==> src/rtl/digi_ota_pkg.sv <==
// Shared types and constants for the digital-OTA ones-density decimator.
package digi_ota_pkg;

   localparam int CNT_W = 9;

   typedef enum logic [1:0] {
      ST_IDLE  = 2'b00,
      ST_ACCUM = 2'b01,
      ST_DONE  = 2'b10
   } state_e;

   localparam logic [CNT_W-1:0] WIN_LEN_32  = 9'd32;
   localparam logic [CNT_W-1:0] WIN_LEN_64  = 9'd64;
   localparam logic [CNT_W-1:0] WIN_LEN_128 = 9'd128;
   localparam logic [CNT_W-1:0] WIN_LEN_256 = 9'd256;

   function automatic logic [CNT_W-1:0] win_len(input logic [1:0] sel);
      case (sel)
         2'd0:    return WIN_LEN_32;
         2'd1:    return WIN_LEN_64;
         2'd2:    return WIN_LEN_128;
         default: return WIN_LEN_256;
      endcase
   endfunction

   // A full window maps to 0x80 for the 32..128 sample windows; the 256-sample
   // window is left unscaled, so an all-ones window there is the only case
   // that exceeds the result range.
   function automatic logic [1:0] scale_shift(input logic [1:0] sel);
      case (sel)
         2'd0:    return 2'd2;
         2'd1:    return 2'd1;
         default: return 2'd0;
      endcase
   endfunction

endpackage

==> src/rtl/digi_ota_sync_maj.sv <==
// Comparator-input synchronizer followed by a 3-sample majority filter.
// Legal SYNC_STAGES range is 2..3; cmp_f lags cmp_in by SYNC_STAGES+2 cycles.
module digi_ota_sync_maj #(
   parameter int SYNC_STAGES = 2
) (
   input  logic clk,
   input  logic rst,
   input  logic cmp_in,
   output logic cmp_f
);

   logic [SYNC_STAGES-1:0] sync_q;
   logic [2:0]             hist_q;

   // Synchronizer chain plus three-deep history of the synchronized bit.
   always_ff @(posedge clk or posedge rst) begin
      if (rst) begin
         sync_q <= '0;
         hist_q <= '0;
      end else begin
         sync_q <= {sync_q[SYNC_STAGES-2:0], cmp_in};
         hist_q <= {hist_q[1:0], sync_q[SYNC_STAGES-1]};
      end
   end

   assign cmp_f = (hist_q[0] & hist_q[1]) | (hist_q[0] & hist_q[2]) | (hist_q[1] & hist_q[2]);

endmodule

==> src/rtl/digi_ota_decim.sv <==
// Ones-density decimator: counts filtered comparator ones over a selectable
// window and reports a scaled, saturating result with a one-cycle strobe.
//
// state    | meaning
// ST_IDLE  | waiting for en; counters parked
// ST_ACCUM | window accumulating, one sample per cycle
// ST_DONE  | result just loaded, valid high for this cycle
module digi_ota_decim
   import digi_ota_pkg::*;
#(
   parameter int SYNC_STAGES = 2,
   parameter int OUT_W       = 8
) (
   input  logic             clk,
   input  logic             rst,
   input  logic             cmp_in,
   input  logic             en,
   input  logic [1:0]       win_sel,
   output logic [OUT_W-1:0] result,
   output logic             valid,
   output logic             busy,
   output logic             ovf
);

   localparam logic [31:0] SAT_VAL = 32'((64'd1 << OUT_W) - 64'd1);

   state_e           state_q, state_d;
   logic [1:0]       win_q, win_d;
   logic [CNT_W-1:0] cnt_q, cnt_d, cnt_inc;
   logic [CNT_W-1:0] ones_q, ones_d, ones_inc;
   logic [OUT_W-1:0] result_q, result_d;
   logic             ovf_q, ovf_d;
   logic             cmp_f;
   logic [31:0]      scaled;
   logic             sat;

   digi_ota_sync_maj #(
      .SYNC_STAGES(SYNC_STAGES)
   ) u_sync_maj (
      .clk   (clk),
      .rst   (rst),
      .cmp_in(cmp_in),
      .cmp_f (cmp_f)
   );

   assign cnt_inc  = cnt_q + CNT_W'(1);
   assign ones_inc = ones_q + CNT_W'(cmp_f);
   // Scaling uses the count including the current sample so the result is
   // loaded on the same edge that enters DONE, aligned with valid.
   assign scaled   = 32'(ones_inc) << scale_shift(win_q);
   assign sat      = (scaled > SAT_VAL);

   // Next-state, counter and result update logic.
   always_comb begin
      state_d  = state_q;
      win_d    = win_q;
      cnt_d    = cnt_q;
      ones_d   = ones_q;
      result_d = result_q;
      ovf_d    = ovf_q;
      case (state_q)
         ST_IDLE: begin
            if (en) begin
               win_d   = win_sel;
               cnt_d   = '0;
               ones_d  = '0;
               state_d = ST_ACCUM;
            end
         end
         ST_ACCUM: begin
            if (!en) begin
               // Abort wins even on the final sample: partial window dropped.
               cnt_d   = '0;
               ones_d  = '0;
               state_d = ST_IDLE;
            end else begin
               cnt_d  = cnt_inc;
               ones_d = ones_inc;
               if (cnt_inc == win_len(win_q)) begin
                  state_d  = ST_DONE;
                  result_d = sat ? SAT_VAL[OUT_W-1:0] : scaled[OUT_W-1:0];
                  if (sat) begin
                     ovf_d = 1'b1;
                  end
               end
            end
         end
         ST_DONE: begin
            cnt_d  = '0;
            ones_d = '0;
            if (en) begin
               win_d   = win_sel;
               state_d = ST_ACCUM;
            end else begin
               state_d = ST_IDLE;
            end
         end
         default: begin
            state_d = ST_IDLE;
         end
      endcase
   end

   // State and datapath registers.
   always_ff @(posedge clk or posedge rst) begin
      if (rst) begin
         state_q  <= ST_IDLE;
         win_q    <= '0;
         cnt_q    <= '0;
         ones_q   <= '0;
         result_q <= '0;
         ovf_q    <= 1'b0;
      end else begin
         state_q  <= state_d;
         win_q    <= win_d;
         cnt_q    <= cnt_d;
         ones_q   <= ones_d;
         result_q <= result_d;
         ovf_q    <= ovf_d;
      end
   end

   assign result = result_q;
   assign valid  = (state_q == ST_DONE);
   assign busy   = (state_q == ST_ACCUM);
   assign ovf    = ovf_q;

endmodule
==> config.mk <==
export PLATFORM = sky130hd
export DESIGN_NAME = digi_ota_decim
export DESIGN_NICKNAME = d
export VERILOG_FILES = /design/src/rtl/digi_ota_pkg.sv /design/src/rtl/digi_ota_sync_maj.sv /design/src/rtl/digi_ota_decim.sv
export SDC_FILE = /design/constraint.sdc
export NUM_CORES = 1
export LEC_CHECK = 0
export ABC_CLOCK_PERIOD_IN_PS = 3200
export CAP_MARGIN = 10
export CORE_MARGIN = 5
export CORE_UTILIZATION = 56
export CTS_CLUSTER_SIZE = 10
export DETAILED_ROUTE_END_ITERATION = 7
export PLACE_DENSITY = 0.75
export SYNTH_ARGS = -nofsm -noshare
export SYNTH_HDL_FRONTEND = slang
export SYNTH_SLANG_ARGS = --single-unit
==> constraint.sdc <==
create_clock -name clk -period 3.2 [get_ports clk]
set_input_delay 0.32 -clock clk [delete_from_list [all_inputs] [get_ports clk]]
set_output_delay 0.32 -clock clk [all_outputs]
set_load 0.05 [all_outputs]
* Yosys cells after proc, flatten, opt, wreduce, memory -nomap -nowiden
Index checks and enable logic that the tools add are counted.
** Operators by class
- $add $sub $neg :: 2
- Order comparisons :: 1
- Eq/ne operators :: 7
- Shifts and indexed selects :: 1
- Mux-type cells :: 15
- Bitwise logic cells :: 5
- Reduce and logical (&&, ||, !) cells :: 9
** Operators with widths (number)
- 9-bit case mux with 3 select lines :: 3
- 9-bit 2-to-1 mux :: 5
- 32-bit by 8-bit > comparator with 1-bit output, second input constant :: 1
- 9-bit by 2-bit << shifter with 32-bit output :: 1
- 9-bit by 1-bit adder with 9-bit output :: 1
- 9-bit by 1-bit adder with 9-bit output, second input constant :: 1
- 9-bit equality test :: 1
- 8-bit 2-to-1 mux :: 1
- 2-bit 2-to-1 mux :: 3
- 2-bit case mux with 3 select lines :: 1
- 2-bit AND reduction :: 3
- 2-bit by 1-bit equality test with 1-bit output, second input constant :: 2
- 2-bit equality test, second input constant :: 2
- 2-bit logical NOT :: 2
- 2-bit case mux with 2 select lines :: 1
- 4-bit AND reduction :: 1
- 1-bit bitwise AND :: 3
- 3-bit by 2-bit inequality test with 1-bit output, second input constant :: 1
- 3-bit AND reduction :: 1
- 3-bit nonzero test :: 1
- 2-bit inequality test, second input constant :: 1
- 1-bit bitwise OR :: 2
- 2-bit OR reduction :: 1
- 1-bit 2-to-1 mux :: 1
** Storage, ports and cells
- Flip-flop bits (word level) :: 36
- Output and inout port bits :: 11

* Logic depth before layout (Yosys ltp)
Gate-level depths: netlist (run 1).
- Word-level depth :: 8
- Mapped depth :: 9
- Depth with buffers taken out :: 9

* By module
Synthesis (run 1) repeated with hierarchy kept, for this count alone.
** Second synthesis, totals
- Cell total of the unflattened synthesis :: 232
- Area, all modules :: 2089.5 µm²
** By module, submodules not included
- digi_ota_decim :: instances 1, cells each 225, area each 1949.4 µm², sequential area each 775.7 µm²
- digi_ota_sync_maj :: instances 1, cells each 7, area each 140.1 µm², sequential area each 125.1 µm²

* Least setup slack after synthesis (run 1)
No wires, ideal clock.
- Path type :: reg2reg
- Start point :: register u_sync_maj.hist_q[1]
- End point :: register result_q[7], in the netlist result[7]
- Library setup time :: 0.125 ns
- Arrival :: 2.444 ns
- Path slack :: 0.631 ns
- Stages on the path, launching flop included :: 10
- Clock period less this slack :: 2.569 ns
- Path through :: dfrtp_1 > maj3_1 > ha_1 > ha_1 > nand2_1 > nor2_1 > maj3_1 > o21ai_1 > o311ai_0 > mux2_2
** Between the ends
- Word-level cells in the longest chain between the ends :: 7
- Elaborated cells between the ends (all ways) :: 8
- Those cells by class :: add/sub: 1; order compare: 1; shift: 1; mux: 1; bitwise: 4
** RTL lines
- start, declared :: line digi_ota_sync_maj.sv:13 : logic [2:0] hist_q;
- start signal, assigned :: line digi_ota_sync_maj.sv:22 : hist_q <= {hist_q[1:0], sync_q[SYNC_STAGES-1]};
- 1-bit bitwise AND :: line digi_ota_sync_maj.sv:26 : assign cmp_f = (hist_q[0] & hist_q[1]) | (hist_q[0] & hist_q[2]) | (hist_q[1] & hist_q[2]);
- 1-bit bitwise OR :: line digi_ota_sync_maj.sv:26
- 1-bit bitwise OR * :: line digi_ota_sync_maj.sv:26
- 9-bit by 1-bit adder with 9-bit output * :: line digi_ota_decim.sv:47 : assign ones_inc = ones_q + CNT_W'(cmp_f);
- 9-bit by 2-bit << shifter with 32-bit output * :: line digi_ota_decim.sv:50 : assign scaled = 32'(ones_inc) << scale_shift(win_q);
- 32-bit by 8-bit > comparator with 1-bit output :: line digi_ota_decim.sv:51 : assign sat = (scaled > SAT_VAL);
- 8-bit 2-to-1 mux * :: line digi_ota_decim.sv:81 : result_d = sat ? SAT_VAL[OUT_W-1:0] : scaled[OUT_W-1:0];
- end signal, assigned :: line digi_ota_decim.sv:118 : result_q <= result_d;
- end, declared :: line digi_ota_decim.sv:31 : logic [OUT_W-1:0] result_q, result_d;
Every way passes the cells marked *; elsewhere a longest branch is shown, timed or not.
A chain may end at the register's enable or synchronous reset.

* Worst setup path after layout (run 1)
Ends and elaborated chain as after synthesis.

==> results.py, run 1 <==
metrics = {
    "sta": {
        "hold_viol_final": 0,
        "drv_slew": 0,
        "setup_viol": 0,
        "fmax_mhz": 347,
        "slew_headroom_pct": 57.2,
        "fin_crit_sh_pct": 90.0,
        "clock_skew_ps": 5.62,
        "finalCriticalPeriod_ps": 2880,
        "rsz0062_at_grt": "false",
        "tightest_slew_ps": 640,
        "setup-tns-final_ps": 0,
    },
    "drt": {
        "first_pass_iters": 4,
        "drc_errors": 0,
        "via_per_inst": 5.94,
        "vias": 1700,
        "drt-initial-drc-count": 152,
        "totalWireLength_mm": 4.46,
        "ant_nets": 0,
        "routedWlPerCell_um": 15.6,
    },
    "synthesis": {
        "async_flop_share_pct": 100,
        "synth_edf_count": 0,
        "yosys_most_used_dff": "dfrtp_1",
        "syn_area_um2": 2080,
        "ys_warn_count": 0,
        "ys_top_cells_by_count": "dfrtp_1 (36), nand2_1 (30), o21ai_0 (28), nor2_1 (16), nand3_1 (11)",
        "synth.most_common_cell": "dfrtp_1",
        "syn_avg_cell_area_um2": 9.24,
        "synth.lib_cells_used.distinct": 49,
        "yosysTopAreaCellShare_pct": 43.3,
        "synthCells": 225,
        "synth_fp_nets": 235,
        "synthTopCellsByArea": "dfrtp_1 (43%), o21ai_0 (6.7%), nand2_1 (5.4%)",
        "yosysSeqAreaShare_pct": 43.3,
        "ys_ff_latch": 36,
        "yosys.area.top_type": "dfrtp_1",
    },
    "outcome": {
        "status": "complete, no violations",
    },
    "floorplanning": {
        "design.core.area_um2": 3630,
        "die_w_um": 70.9,
        "num_rows": 22,
        "die_area_um2": 5030,
        "die_h_um": 70.9,
        "start_util_pct": 57.2,
        "ios": 17,
    },
    "critical_path": {
        "crit_type": "reg2reg",
        "path_max_fanout": 9,
        "cp.required_ps": 3370,
        "start_kind": "flip-flop",
        "crit_path_end_kind": "flip-flop",
        "reg2reg_depth": 9,
        "cp.arrival_ps": 3050,
    },
    "pwr": {
        "p_switching_mw": 0.255,
        "p_leak_nw": 1.05,
        "p_clk_share_pct": 34.2,
        "ir_drop_mv": 0.312,
        "p_int_mw": 0.698,
        "seq_power_share_pct": 51.2,
        "p_comb_share_pct": 14.7,
        "p_per_area_nw_per_um2": 405,
        "swShare_pct": 26.8,
    },
    "global_route": {
        "antenna_found_initial": 0,
        "grt_max_degree": 37,
        "grtUsageMet2_pct": 31.6,
        "grt_remaining_overflow": 0,
        "use_met1_pct": 26.3,
        "grt_pass1_wl_mm": 7.98,
        "grt_pass1_vias": 1699,
        "use_met3_pct": 4.83,
        "grt_usage_pct": 19.9,
        "grt_busiest_layer": "met2",
    },
    "final_layout": {
        "diodes": 0,
        "drive_above_1_share_pct": 10.1,
        "regArea_um2": 901,
        "nets": 247,
        "multi_input_area_um2": 1110,
        "final_util_pct": 64.7,
        "fin_area_um2": 2350,
        "syn_to_final_growth_pct": 13.1,
        "fill_cells": 313,
    },
    "hold_path": {
        "hold_class": "reg2reg",
        "worstHoldPathCells": 0,
    },
    "cts": {
        "cts_tree": "yes",
        "cts_setup_buffers": 0,
        "holdBufCountCts": 0,
        "clock_sinks": 36,
        "worstSkewPairLatency_ps": 290,
        "clk_pin_slew_ps": 60,
        "clock_path_buffers": 2,
        "htreeDepth": 2,
        "cts_resized": 0,
        "cts_root_buf": "clkbuf_8",
        "cts_buffers": 5,
    },
    "place": {
        "gp_congestion": 0.831,
        "placed_cell_area_um2": 2260,
        "io_buffer_count": 16,
        "dp.final_hpwl_mm": 3.06,
    },
    "job": {
        "maxCapViolations": 0,
    },
}
-- power groups by stage --
| stage | clock, mW | sequential [mW] | combinational (mW) |
|---|---|---|---|
| 2_1_floorplan | 0 | 0.500 | 0.0937 |
| 3_3_place_gp | 0 | 0.496 | 0.138 |
| 3_5_place_dp | 0 | 0.496 | 0.141 |
| 4_1_cts | 0.337 | 0.487 | 0.142 |
| 5_1_grt | 0.368 | 0.490 | 0.156 |
| 6_report | 0.326 | 0.488 | 0.140 |
-- cells by family (layout without fill, tap and decap cells) --
group	after synthesis	in the layout	share of synthesized area, %
adder cells (fa/ha/maj)	6	6	3.37
AND/OR/NAND/NOR	81	81	19.1
XOR/XNOR	8	8	3.37
multiplexers	12	12	6.26
flip-flops	36	36	43.3
buffers and inverters	18	31	3.43
AO/OA/AOI/OAI	64	64	21.2
-- final timing paths --
check / start / to / slack, ps
worst min register to register: u_sync_maj.sync_q[0]$_DFF_PP0_ / u_sync_maj.sync_q[1]$_DFF_PP0_ / 360
worst min-delay path: u_sync_maj.sync_q[0]$_DFF_PP0_ / u_sync_maj.sync_q[1]$_DFF_PP0_ / 360
worst max-delay path: u_sync_maj.hist_q[1]$_DFF_PP0_ / result[7]$_DFFE_PP0P_ / 320
max in group asynchronous: rst / result[6]$_DFFE_PP0P_ / 2460
min in group asynchronous: rst / ones_q[7]$_DFFE_PP0P_ / 430
worst max register to register: u_sync_maj.hist_q[1]$_DFF_PP0_ / result[7]$_DFFE_PP0P_ / 320
-- stage by stage --
stage | total power [mW] | cells | hold WS, ps | setup slack (ps)
2_1_floorplan | 0.594 | 225 | 331 | 631
3_3_place_gp | 0.633 | 278 | 336 | 454
4_1_cts | 0.966 | 286 | 363 | 314
5_1_grt | 1.01 | 286 | 378 | 138
6_report | 0.953 | 286 | 359 | 320
3_5_place_dp | 0.637 | 278 | 344 | 343
-- flip-flops by register name, summed over array words and instances, names as in the netlist --
register and flops:
state_q 2, result 8, ovf 1, ones_q 9
cnt_q 9, u_sync_maj.hist_q 3, u_sync_maj.sync_q 2, win_q 2
-- critical path, cell delays in order (launching register included) --
cell and delay (ps):
dfrtp_1 380, maj3_1 360, ha_1 220, ha_1 250, nand2_1 90, nor2_1 100, maj3_1 360, o21ai_1 470
o311ai_0 220, mux2_2 300
-- per-layer routing --
layer	part of all wire (%)	wire length [um]
met4	1.5	68
met1	45	2010
met2	50	2240
met5	0	0
met3	3.2	141
-- layout make-up --
type	instances	area share, %
inverters	5	0.798
repair buffers	18	7.45
well taps	48	2.55
multi-input cells	171	47.1
clock buffers	8	3.83
flip-flops and latches	36	38.3
-- cells in the final DEF (no fill, tap or decap), types with 2 or more instances in the layout --
| cell | count |
|---|---|
| a21o_1 | 2 |
| a31oi_1 | 2 |
| nand4_1 | 4 |
| a21boi_0 | 2 |
| mux2i_1 | 4 |
| xor2_1 | 6 |
| xnor2_1 | 2 |
| maj3_1 | 2 |
| clkbuf_8 | 6 |
| nand2_1 | 30 |
| a21oi_1 | 3 |
| a211o_1 | 2 |
| nor4_1 | 2 |
| a22o_1 | 4 |
| dfrtp_1 | 36 |
| nor2b_1 | 4 |
| clkbuf_1 | 2 |
| o21ai_0 | 28 |
| nand3_1 | 11 |
| and2_1 | 2 |
| clkdlybuf4s50_1 | 16 |
| buf_4 | 2 |
| o31ai_1 | 4 |
| o2111ai_1 | 2 |
| a211oi_1 | 3 |
| mux2_2 | 8 |
| ha_1 | 4 |
| inv_1 | 4 |
| nor3_1 | 4 |
| nor2_1 | 16 |
(Power assumes the default switching activity.)
==> run 2: changes to the inputs <==
- CORE_UTILIZATION: 56 -> 37
- PLACE_DENSITY: 0.75 -> 0.53
==> run 2 against run 1 <==
Setup slack improved by 240 ps. First-iteration DRC count down 69%. Utilization is 21 points lower. Clock skew fell by 1.6 ps. Final cell count is 8.4% higher. Design area rose by 2.8%. Worst hold slack got worse by 6.6 ps. Sequential power grew 1%. Die area rose by 43%. Largest cell class unchanged. Largest power group unchanged. Highest routed layer unchanged.
==> results.py, run 2 (synthesis results as in run 1) <==
metrics = {
    "outcome": {
        "status": "complete, no violations",
    },
    "cts": {
        "holdBufCountCts": 0,
        "htreeDepth": 2,
        "clk_pin_slew_ps": 70,
        "cts_buffers": 5,
        "worstSkewPairLatency_ps": 280,
        "cts_setup_buffers": 0,
        "cts_tree": "yes",
        "cts_resized": 0,
        "cts_root_buf": "clkbuf_8",
        "clock_path_buffers": 2,
        "clock_sinks": 36,
    },
    "sta": {
        "drv_slew": 0,
        "fmax_mhz": 379,
        "rsz0062_at_grt": "false",
        "finalCriticalPeriod_ps": 2640,
        "clock_skew_ps": 4.01,
        "hold_viol_final": 0,
        "slew_headroom_pct": 52.5,
        "setup_viol": 0,
        "setup-tns-final_ps": 0,
        "fin_crit_sh_pct": 82.5,
        "tightest_slew_ps": 711,
    },
    "final_layout": {
        "drive_above_1_share_pct": 10.9,
        "regArea_um2": 901,
        "final_common_cell": "dfrtp_1",
        "nets": 247,
        "syn_to_final_growth_pct": 16.3,
        "diodes": 0,
        "fill_cells": 538,
        "fin_cells": 310,
        "final_cell_mix": "dfrtp_1 (36), nand2_1 (30), o21ai_0 (28)",
        "fin_area_um2": 2420,
        "multi_input_area_um2": 1110,
    },
    "critical_path": {
        "path_max_fanout": 9,
        "start_kind": "flip-flop",
        "cp.arrival_ps": 2820,
        "path_cells": "ha_1 -> nand2_2 -> or3_4 -> a211o_1 -> a311oi_4 -> nand3_4 -> mux2_2",
        "r2r-start": "cnt_q[0]$_DFFE_PP0P_",
        "crit_type": "reg2reg",
        "crit_path_max_incr_delay_ps": 450,
        "cp.required_ps": 3370,
        "path_buf_inv": 0,
        "reg2reg_depth": 7,
        "critPathTopFamily": "simple AND/OR/NAND/NOR gates",
        "crit_path_end_kind": "flip-flop",
        "slowest_stage": "dfrtp_1",
        "r2r_slack_ps": 560,
        "rr_endpoint": "result[3]$_DFFE_PP0P_",
    },
    "floorplanning": {
        "die_h_um": 85.0,
        "die_w_um": 85.0,
        "start_util_pct": 38.0,
        "design.core.area_um2": 5470,
        "num_rows": 27,
        "ios": 17,
        "die_area_um2": 7220,
    },
    "pwr": {
        "p_comb_share_pct": 12.2,
        "p_total_mw": 1.06,
        "p_switching_mw": 0.266,
        "p_per_area_nw_per_um2": 439,
        "ir_drop_mv": 0.256,
        "seq_power_share_pct": 46.6,
        "p_clk_share_pct": 41.2,
        "p_int_mw": 0.795,
        "p_leak_nw": 1.07,
        "swShare_pct": 25.1,
    },
    "place": {
        "dp.final_hpwl_mm": 3.20,
        "io_buffer_count": 16,
        "place_inst": 302,
        "placed_cell_area_um2": 2290,
        "gp_congestion": 0.778,
    },
    "global_route": {
        "antenna_found_initial": 0,
        "grt_usage_pct": 13.5,
        "grt_remaining_overflow": 0,
        "grt_max_degree": 20,
        "use_met3_pct": 2.91,
        "grt_pass1_vias": 1655,
        "grt_busiest_layer": "met2",
        "use_met1_pct": 17.6,
        "grt_pass1_wl_mm": 8.00,
        "grtUsageMet2_pct": 22.6,
    },
    "hold_path": {
        "worstHoldPathCells": 0,
        "hold_class": "reg2reg",
        "hold-path-endpoint": "u_sync_maj.sync_q[1]$_DFF_PP0_",
        "hp-start": "u_sync_maj.sync_q[0]$_DFF_PP0_",
    },
    "drt": {
        "vias": 1686,
        "first_pass_iters": 4,
        "drt-initial-drc-count": 47,
        "drc_errors": 0,
        "via_per_inst": 5.44,
        "ant_nets": 0,
        "totalWireLength_mm": 4.66,
        "routedWlPerCell_um": 15.0,
    },
    "job": {
        "maxCapViolations": 0,
    },
}
run 2: metrics by stage:
stage          hold WS [ps]  setup slack [ps]  util, %
2_1_floorplan           331               631        -
3_3_place_gp            335               615     41.9
3_5_place_dp            343               568     41.9
4_1_cts                 355               576     44.2
5_1_grt                 374               422     44.2
6_report                353               559     44.2
run 2: worst max path at each step:
stage / from / endpoint / slack (ps) / cells after the start
4_1_cts: cnt_q[0]$_DFFE_PP0P_ / result[3]$_DFFE_PP0P_ / 580 / 7
5_1_grt: u_sync_maj.hist_q[1]$_DFF_PP0_ / result[7]$_DFFE_PP0P_ / 420 / 10
3_3_place_gp: u_sync_maj.hist_q[1]$_DFF_PP0_ / result[7]$_DFFE_PP0P_ / 620 / 10
2_1_floorplan: u_sync_maj.hist_q[1]$_DFF_PP0_ / result[7]$_DFFE_PP0P_ / 630 / 9
3_5_place_dp: cnt_q[0]$_DFFE_PP0P_ / result[3]$_DFFE_PP0P_ / 570 / 7
6_report: cnt_q[0]$_DFFE_PP0P_ / result[3]$_DFFE_PP0P_ / 560 / 7
run 2: layout make-up:
cell class                      count  share of cell area, %
Clock buffer                        7                   3.98
Clock inverter                      1                   1.24
Inverter                            5                  0.776
Multi-Input combinational cell    171                   45.8
Sequential cell                    36                   37.2
Tap cell                           72                   3.72
Timing Repair Buffer               18                   7.24
run 2: power by group through the flow:
stage          Clock, mW  Combinational (mW)  Sequential (mW)
2_1_floorplan          0              0.0937            0.500
3_3_place_gp           0               0.131            0.503
3_5_place_dp           0               0.131            0.503
4_1_cts            0.456               0.132            0.494
5_1_grt            0.474               0.147            0.498
6_report           0.437               0.130            0.495
run 2: metal layers:
layer | vias to the layer above | wire length, um
met1 | 823 | 2260
met5 | - | 0
li1 | 835 | -
met2 | 22 | 2230
met4 | 0 | 49
met3 | 6 | 123
